`config.mk`:
```
export PLATFORM = sky130hd
export DESIGN_NAME = stream_merge_4_1
export DESIGN_NICKNAME = d
export VERILOG_FILES = /design/src/rtl/stream_merge_4_1.sv
export SDC_FILE = /design/constraint.sdc
export NUM_CORES = 1
export LEC_CHECK = 0
export ABC_AREA = 1
export ABC_CLOCK_PERIOD_IN_PS = 6800
export CORE_MARGIN = 2
export CORE_UTILIZATION = 45
export CTS_CLUSTER_SIZE = 20
export DETAILED_ROUTE_END_ITERATION = 7
export DONT_BUFFER_PORTS = 1
export GPL_TIMING_DRIVEN = 0
export MAX_ROUTING_LAYER = met4
export PLACE_DENSITY = 0.56
export SETUP_SLACK_MARGIN = 0.15
export SLEW_MARGIN = 20
export SYNTH_ARGS = -nofsm -noshare
export SYNTH_HDL_FRONTEND = slang
export SYNTH_SLANG_ARGS = --single-unit
export TNS_END_PERCENT = 50
```
`constraint.sdc`:
```
create_clock -name ap_clk -period 6.8 [get_ports ap_clk]
set_input_delay 0.68 -clock ap_clk [delete_from_list [all_inputs] [get_ports ap_clk]]
set_output_delay 0.68 -clock ap_clk [all_outputs]
set_load 0.01 [all_outputs]
```
`src/rtl/stream_merge_4_1.sv`:
```
// Four-input round-robin merge into an output FIFO: a word accepted at one edge is visible the next cycle.
// Inputs are acked only while ap_start is high and the FIFO is not full; STREAM_MERGE_STATS_EN adds per-input transfer counters.
module stream_merge_4_1 #(
   parameter int PAYLOAD_BITS = 32,
   parameter int FIFO_DEPTH   = 4
) (
   input  logic                    ap_clk,
   input  logic                    ap_rst,
   input  logic                    ap_start,
   output logic                    ap_idle,
   input  logic [PAYLOAD_BITS-1:0] Input_1_V_V,
   input  logic                    Input_1_V_V_ap_vld,
   output logic                    Input_1_V_V_ap_ack,
   input  logic [PAYLOAD_BITS-1:0] Input_2_V_V,
   input  logic                    Input_2_V_V_ap_vld,
   output logic                    Input_2_V_V_ap_ack,
   input  logic [PAYLOAD_BITS-1:0] Input_3_V_V,
   input  logic                    Input_3_V_V_ap_vld,
   output logic                    Input_3_V_V_ap_ack,
   input  logic [PAYLOAD_BITS-1:0] Input_4_V_V,
   input  logic                    Input_4_V_V_ap_vld,
   output logic                    Input_4_V_V_ap_ack,
`ifdef STREAM_MERGE_STATS_EN
   output logic [15:0]             stat_in_1_cnt,
   output logic [15:0]             stat_in_2_cnt,
   output logic [15:0]             stat_in_3_cnt,
   output logic [15:0]             stat_in_4_cnt,
`endif
   output logic [PAYLOAD_BITS-1:0] Output_1_V_V,
   output logic                    Output_1_V_V_ap_vld,
   input  logic                    Output_1_V_V_ap_ack
);

   localparam int AW = $clog2(FIFO_DEPTH);
   localparam logic [AW-1:0] PTR_ONE  = AW'(1);
   localparam logic [AW:0]   CNT_ONE  = (AW+1)'(1);
   localparam logic [AW:0]   CNT_FULL = (AW+1)'(FIFO_DEPTH);

   logic [PAYLOAD_BITS-1:0] mem [FIFO_DEPTH];
   logic [AW-1:0]           wr_ptr;
   logic [AW-1:0]           rd_ptr;
   logic [AW:0]             count;
   logic [1:0]              prio;

   logic [3:0]              in_vld;
   logic [3:0]              in_ack;
   logic                    grant_any;
   logic [1:0]              grant_idx;
   logic [1:0]              cand;
   logic [PAYLOAD_BITS-1:0] in_sel;
   logic                    push;
   logic                    pop;

   assign in_vld = {Input_4_V_V_ap_vld, Input_3_V_V_ap_vld,
                    Input_2_V_V_ap_vld, Input_1_V_V_ap_vld};

   // Scan from the highest offset down so the last hit is the one closest to prio.
   always_comb begin
      grant_any = 1'b0;
      grant_idx = 2'd0;
      cand      = 2'd0;
      for (int i = 3; i >= 0; i--) begin
         cand = prio + 2'(i);
         if (in_vld[cand]) begin
            grant_any = 1'b1;
            grant_idx = cand;
         end
      end
   end

   always_comb begin
      in_sel = Input_1_V_V;
      case (grant_idx)
         2'd0:    in_sel = Input_1_V_V;
         2'd1:    in_sel = Input_2_V_V;
         2'd2:    in_sel = Input_3_V_V;
         default: in_sel = Input_4_V_V;
      endcase
   end

   // Full is judged on the registered count, so a same-cycle pop never frees a slot early.
   assign push   = grant_any & ap_start & ~ap_rst & (count != CNT_FULL);
   assign pop    = (count != '0) & Output_1_V_V_ap_ack;
   assign in_ack = push ? (4'b0001 << grant_idx) : 4'b0000;

   assign Input_1_V_V_ap_ack = in_ack[0];
   assign Input_2_V_V_ap_ack = in_ack[1];
   assign Input_3_V_V_ap_ack = in_ack[2];
   assign Input_4_V_V_ap_ack = in_ack[3];

   always_ff @(posedge ap_clk or posedge ap_rst) begin
      if (ap_rst) begin
         wr_ptr <= '0;
         rd_ptr <= '0;
         count  <= '0;
         prio   <= 2'd0;
      end else begin
         if (push) begin
            wr_ptr <= wr_ptr + PTR_ONE;
            prio   <= grant_idx + 2'd1;
         end
         if (pop) begin
            rd_ptr <= rd_ptr + PTR_ONE;
         end
         case ({push, pop})
            2'b10:   count <= count + CNT_ONE;
            2'b01:   count <= count - CNT_ONE;
            default: count <= count;
         endcase
      end
   end

   always_ff @(posedge ap_clk) begin
      if (push) begin
         mem[wr_ptr] <= in_sel;
      end
   end

   // Storage is not cleared on reset; the empty-gate keeps stale words off the output.
   assign Output_1_V_V_ap_vld = (count != '0);
   assign Output_1_V_V        = (count != '0) ? mem[rd_ptr] : '0;
   assign ap_idle             = (count == '0) && (in_vld == 4'b0000);

`ifdef STREAM_MERGE_STATS_EN
   logic [15:0] stat_cnt [4];

   always_ff @(posedge ap_clk or posedge ap_rst) begin
      if (ap_rst) begin
         for (int k = 0; k < 4; k++) begin
            stat_cnt[k] <= 16'd0;
         end
      end else begin
         for (int k = 0; k < 4; k++) begin
            if (in_ack[k]) begin
               stat_cnt[k] <= stat_cnt[k] + 16'd1;
            end
         end
      end
   end

   assign stat_in_1_cnt = stat_cnt[0];
   assign stat_in_2_cnt = stat_cnt[1];
   assign stat_in_3_cnt = stat_cnt[2];
   assign stat_in_4_cnt = stat_cnt[3];
`endif

endmodule

```
==> results of run 1 <==
kinds of logic after synthesis:
family / share of synthesized area (%)
buffers and inverters: 5.21
xor gates and xnor gates: 0.802
DFF: 62.1
adders and majority gates: 2.22
and+or+nand+nor: 12.5
AOI/OAI and AO/OA: 17.1
metal layers:
layer / global-route usage [%] / vias up / share of wire (%) / wire [µm]
met1: 31.3 / 2288 / 42 / 7760
met5: - / - / 0 / 0
met3: 5.76 / 29 / 6.4 / 1180
met2: 38.3 / 192 / 49 / 8930
li1: - / 2291 / - / -
met4: 9.19 / 0 / 2.5 / 467
sequential cells by signal, indices dropped and copies added (netlist names):
signal,cells
prio,2
rd_ptr,2
mem,128
wr_ptr,2
count,3
through the flow:
stage | hold WS, ps | instances | instance area [µm²]
2_1_floorplan | 508 | 638 | 6550
3_3_place_gp | 539 | 822 | 6780
3_5_place_dp | 536 | 826 | 6910
4_1_cts | 122 | 858 | 7460
5_1_grt | 142 | 858 | 7460
6_report | 122 | 858 | 7460
worst paths after layout:
path	from	endpoint	slack (ps)	cells past startpoint
min	ap_rst	count[1]$_DFFE_PP0P_	120	1
min in group ap_clk	ap_rst	wr_ptr[0]$_DFFE_PP0P_	520	3
min reg2reg	count[0]$_DFFE_PP0P_	count[0]$_DFFE_PP0P_	550	1
max	prio[0]$_DFFE_PP0P_	Input_1_V_V_ap_ack	2910	13
max in group asynchronous	ap_rst	rd_ptr[1]$_DFFE_PP0P_	6410	1
max reg2reg	prio[0]$_DFFE_PP0P_	mem[1][11]$_DFFE_PP_	3470	13
cells in the final DEF, fill, tap and decap left out, drive strengths merged, types with 2 or more instances in the layout:
cell type  instances
a21oi             66
a22o              32
buf               28
bufinv             2
clkbuf            40
clkinv             9
dfrtp              9
edfxtp           128
ha                10
inv               30
nand2             58
nand3             11
nor2             139
o21ai            102
xnor2              3
xor2               3
final cells by class:
| class | count | share of cell area [%] |
|---|---|---|
| clock inverters | 12 | 1.44 |
| plain buffers | 44 | 3.07 |
| flip-flops and latches | 137 | 54.6 |
| inverters | 30 | 1.51 |
| repair buffers | 4 | 1.38 |
| well taps | 184 | 3.09 |
| clock buffers | 20 | 5.85 |
| multi-input cells | 427 | 29.1 |
power groups by stage:
stage,Combinational (mW),Clock (mW),Sequential (mW)
after floorplan,1.61,0,1.53
after global placement,2.30,0,1.54
after detailed placement,2.41,0,1.54
after CTS,2.42,0.859,1.53
after global routing,2.65,0.897,1.54
final,2.41,0.851,1.53
==> reports/results.txt, run 1 <==
outcome -> complete, no violations
class of the worst hold path -> primary input to asynchronous set/reset pin
fraction of final layout cells with drive strength greater than 1 -> 8.90%
power per unit of standard cell area -> 642 mW/mm²
diode count -> 0
most frequently used cell type in the post-synthesis netlist -> sky130_fd_sc_hd__nor2_1
setup slack after placement -> 3210 ps
flop and latch count out of synthesis -> 137
fin crit share -> 57.2%
synthesized area per cell -> 10.3 µm²
FILL cells -> 1,292
number of hold violations in the final report -> 0
maximum level of the CTS H-tree -> 4
TritonCTS buffer count -> 17
final critical path time including I/O delays and setup -> 3890 ps
max cap viols -> 0
effective utilization at floorplan -> 45.6%
Worst-Skew Late Latency -> 410 ps
Chip Height -> 125 µm
IO Port Bufs -> 0
sequential area share after synthesis -> 62.1%
clock tree buffer depth -> 2
Antenna Nets Post-Route -> 0
achievable frequency -> 257 MHz
Clock Tree Root -> sky130_fd_sc_hd__clkbuf_16
Resize count post-CTS -> 0
area added between synthesis and finish -> 13.8%
data arrival time at the worst-slack endpoint -> 3210 ps
combined buffer and inverter count along the critical path -> 5
All-Layer GR Usage -> 24.5%
detail-routed via count per cell -> 5.59
number of detailed-routing iterations run before antenna repair -> 5
die footprint -> 0.0155 mm²
number of setup buffers added after CTS -> 0
dominant synthesized flop cell -> sky130_fd_sc_hd__edfxtp_1
via count -> 4,800
Clock Sink Count -> 137
wire length after detailed routing -> 18,300 µm
maximum fanout encountered on the critical timing path -> 10
worst vdd rail ir drop -> 0.000352 V
Total Negative Setup Slacks -> 0 ps
clock tree from TritonCTS -> built
I/O pin cnt -> 174
warning count from the yosys run -> 0
switching share of power -> 43.9%
endpoints failing setup -> 0
post-layout total power -> 4.79 mW
Rows -> 44
syn nets -> 785
delay of the slowest cell on the worst path -> 620 ps
cell chain of the critical path -> buf_6, o21ai_1, nand2_1, nand3_2, nand2_1, nand2_1, nand2_1, inv_1, ha_1, clkbuf_1, clkbuf_1, inv_1, nor2_1
Worst Tran Pin Value -> 745 ps
leading post-synthesis cells by instance count -> sky130_fd_sc_hd__nor2_1 (139), sky130_fd_sc_hd__edfxtp_1 (128), sky130_fd_sc_hd__a21oi_1 (66)
Synth top area share -> 58.7%
Placer Congestion -> 0.887
WL per Instance -> 21.4 µm
Switch Pwr -> 2.10 mW
largest cells by area after synthesis -> sky130_fd_sc_hd__edfxtp_1 (59%), sky130_fd_sc_hd__nor2_1 (8.0%), sky130_fd_sc_hd__a21oi_1 (5.0%)
number of antenna violations at the first check in global routing -> 0
Layout Nets -> 808
combinational group share of total power -> 50.3%
kind of critical path -> flip-flop to primary output
Clk pwr share -> 17.8%
maximum number of pins on one net before global-route repair -> 21
multi-input logic area -> 0.00217 mm²
cell count after synthesis -> 638
type of element capturing the critical path -> primary output
GRT overflow -> 0
leak pwr -> 2.67 nW
starting DRC count in detailed routing -> 424
cell repeated most along the worst path -> sky130_fd_sc_hd__nand2_1
first-pass GRT wire length -> 27,400 µm
dominant cell type by area after synthesis -> sky130_fd_sc_hd__edfxtp_1
worst setup skew after layout -> 6.14 ps
DRC violations left -> 0
sequential share of power -> 31.9%
Worst EP required -> 6120 ps
Slew headroom -> 50.3%
via count of the first global-routing pass -> 4,647
Top delay family on crit path -> buffers and inverters
Post-Synthesis Cell Area -> 0.00655 mm²
clock-pin transition on the worst setup and hold timing paths -> 60 ps
Worst Setup Start Kind -> flip-flop
max-slew violation count -> 0
DP HPWL -> 13,000 µm
proportion of register bits with asynchronous set or reset after synthesis -> 6.57%
number of enable-type register cells in the synthesized netlist -> 128
internal power summed over all cells -> 2.68 mW
Placeable Area -> 0.0144 mm²
cts hold-fix bufs -> 0
slack of the critical path -> 2910 ps
horizontal die dimension -> 125 µm
cell with the biggest individual delay on the critical path -> sky130_fd_sc_hd__clkbuf_1
RSZ-0062 raised after global routing -> no
Post-Route Utilization -> 51.9%
FF/Latch Area -> 0.00407 mm²
count of unique library cells instantiated by Yosys -> 22
(Power assumes the default switching activity.)
==> inputs of run 2 (changes only) <==
Settings changed: ABC_CLOCK_PERIOD_IN_PS 6800 to 3900.
Clock period 6.8 ns to 3.9 ns, I/O delays scaled along.
==> run 2 against run 1 <==
Net effect:
- non-clock buffer count is 1 higher
- critical endpoint unchanged
- critical path type unchanged
- final area is 0.15% higher
- register-to-register slack worse by 2700 ps
- sequential share of layout area is 0.082 points lower
- clock skew is 1.2 ps higher
==> reports/results.txt, run 2 (synthesis gave the netlist of run 1 again) <==
starting DRC count in detailed routing -> 397 (-6.4%)
via count -> 4,786 (-0.29%)
worst vdd rail ir drop -> 0.000624 V (+77%)
endpoints failing setup -> 0 (unchanged)
achievable frequency -> 299 MHz
Biggest register -> mem
die footprint -> 0.0155 mm² (unchanged)
maximum fanout encountered on the critical timing path -> 10 (unchanged)
cell repeated most along the worst path -> sky130_fd_sc_hd__nand2_1
capture instance of the worst register-to-register path -> mem[3][11]$_DFFE_PP_
hold depth -> 3
Placeable Area -> 0.0144 mm² (unchanged)
worst reg-to-reg path cell count -> 12 (-1)
clock-pin transition on the worst setup and hold timing paths -> 50 ps (about the same)
fraction of final layout cells with drive strength greater than 1 -> 9.04% (+0.13 points)
launch point of the worst hold path -> ap_rst
register-to-register setup slack -> 760 ps (-2710 ps)
outcome -> complete, no violations
Antenna Nets Post-Route -> 0 (unchanged)
Total Negative Setup Slacks -> 0 ps (unchanged)
diode count -> 0 (unchanged)
clock tree from TritonCTS -> built
Post-Route Utilization -> 52.0% (+0.078 points)
post-layout total power -> 8.36 mW (+75%)
class of the worst hold path -> primary input to flip-flop
Chip Height -> 125 µm (unchanged)
delay of the slowest cell on the worst path -> 400 ps (-220 ps)
RSZ-0062 raised after global routing -> no
All-Layer GR Usage -> 24.5% (about the same)
wire length after detailed routing -> 18,300 µm (-0.23%)
final instance area -> 0.00747 mm² (+0.15%)
maximum number of pins on one net before global-route repair -> 21 (unchanged)
FILL cells -> 1,290 (-0.15%)
cell chain of the critical path -> buf_6, o21ai_1, nand2_1, nand3_2, nand2_1, nand2_1, nand2_1, inv_1, ha_1, clkbuf_1, clkbuf_2, inv_1, nor2_1
combined buffer and inverter count along the critical path -> 5 (unchanged)
Worst Tran Pin Value -> 707 ps (-38.2 ps)
Worst-Skew Late Latency -> 420 ps (about the same)
Layout Nets -> 809 (+0.12%)
GRT overflow -> 0 (unchanged)
leak pwr -> 2.68 nW (+0.27%)
Worst Setup Start Kind -> flip-flop
DRC violations left -> 0 (unchanged)
slack of the critical path -> 557 ps (-2350 ps)
Top delay family on crit path -> buffers and inverters
Worst EP required -> 3510 ps (-2610 ps)
detail-routed via count per cell -> 5.57 (-0.41%)
max reg flops -> 128 (unchanged)
type of element capturing the critical path -> primary output
launching point of the worst reg2reg path -> prio[0]$_DFFE_PP0P_
WL per Instance -> 21.3 µm (-0.35%)
number of detailed-routing iterations run before antenna repair -> 5 (unchanged)
Clock Tree Root -> sky130_fd_sc_hd__clkbuf_16
Rows -> 44 (unchanged)
max cap viols -> 0 (unchanged)
DP HPWL -> 13,000 µm (unchanged)
Slew headroom -> 52.8% (+2.4 points)
Placer Congestion -> 0.887 (unchanged)
most common cell after layout, fill and taps aside -> sky130_fd_sc_hd__nor2_1
worst setup skew after layout -> 7.33 ps (+1.18 ps)
clock tree buffer depth -> 2 (unchanged)
area added between synthesis and finish -> 14.0%
largest registers -> mem x128, count x3
number of setup buffers added after CTS -> 0 (unchanged)
maximum level of the CTS H-tree -> 4 (unchanged)
setup slack after placement -> 692 ps (-2520 ps)
cell with the biggest individual delay on the critical path -> sky130_fd_sc_hd__dfrtp_1
fin crit share -> 85.7%
commonest cells after routing, fill and taps aside -> sky130_fd_sc_hd__nor2_1 (135), sky130_fd_sc_hd__edfxtp_1 (128), sky130_fd_sc_hd__a21oi_1 (66)
DP Area -> 0.00691 mm² (unchanged)
number of antenna violations at the first check in global routing -> 0 (unchanged)
Clock Sink Count -> 137 (unchanged)
IO Port Bufs -> 0 (unchanged)
I/O pin cnt -> 174 (unchanged)
end point of the most critical hold path -> wr_ptr[0]$_DFFE_PP0P_
kind of critical path -> flip-flop to primary output
TritonCTS buffer count -> 17 (unchanged)
horizontal die dimension -> 125 µm (unchanged)
final critical path time including I/O delays and setup -> 3340 ps
effective utilization at floorplan -> 45.6% (unchanged)
number of hold violations in the final report -> 0 (unchanged)
first-pass GRT wire length -> 27,400 µm (about the same)
max-slew violation count -> 0 (unchanged)
via count of the first global-routing pass -> 4,654 (+0.15%)
power per unit of standard cell area -> 1120 mW/mm² (+74%)
data arrival time at the worst-slack endpoint -> 2950 ps (-260 ps)
[run 2: per-stage QoR]
stage / instances / hold WS (ps)
floorplan: 638 / 218
detailed placement: 826 / 275
finish: 859 / 231
global placement: 822 / 271
CTS: 859 / 227
global route: 859 / 253
[run 2: report_power, final]
part / switching, mW / total, mW / internal, mW
Clock: 0.560 / 1.48 / 0.923
Sequential: 0.0977 / 2.66 / 2.56
Combinational: 3.02 / 4.21 / 1.20
[run 2: worst max-delay path by stage]
stage,start,endpoint,slack (ps),cells after the start
after floorplan,count[0]$_DFFE_PP0P_,mem[0][0]$_DFFE_PP_,1260,5
after global placement,count[0]$_DFFE_PP0P_,mem[3][5]$_DFFE_PP_,-100,5
after detailed placement,prio[0]$_DFFE_PP0P_,mem[0][11]$_DFFE_PP_,690,13
after CTS,prio[0]$_DFFE_PP0P_,Input_1_V_V_ap_ack,340,13
after global routing,prio[0]$_DFFE_PP0P_,Input_1_V_V_ap_ack,350,13
final,prio[0]$_DFFE_PP0P_,Input_1_V_V_ap_ack,560,13
[run 2: layer usage]
layer  track usage (%)  wire [µm]  up-vias
li1                  -          -     2294
met1              31.3       7830     2284
met2              38.3       8920      179
met3              5.76       1080       29
met4              9.19        469        0
met5                 -          0        -
[run 2: worst register-to-register path: stages, from the launching register on]
cell,delay [ps]
sky130_fd_sc_hd__dfrtp_1,400
sky130_fd_sc_hd__buf_6,150
sky130_fd_sc_hd__o21ai_1,210
sky130_fd_sc_hd__nand2_1,130
sky130_fd_sc_hd__nand2_1,80
sky130_fd_sc_hd__inv_1,40
sky130_fd_sc_hd__nand2_1,50
sky130_fd_sc_hd__nand2_1,80
sky130_fd_sc_hd__inv_1,130
sky130_fd_sc_hd__ha_1,160
sky130_fd_sc_hd__clkbuf_1,470
sky130_fd_sc_hd__clkbuf_1,570
sky130_fd_sc_hd__o21ai_1,340
[run 2: final cells by class]
class,instances,area [µm²],area share (%)
clock inverters,12,108,1.44
well taps,184,230,3.08
inverters,30,113,1.51
clock buffers,20,437,5.85
multi-input cells,427,2170,29.1
plain buffers,44,230,3.08
repair buffers,5,113,1.51
flip-flops and latches,137,4070,54.5
[run 2: repair_timing]
| item | CTS | global route |
|---|---|---|
| setup endpoints to repair | 0 | 1 |
| hold buffers | 1 | 0 |
| endpoints found under the hold margin | 9 | 0 |
| gates resized for setup | 0 | 2 |
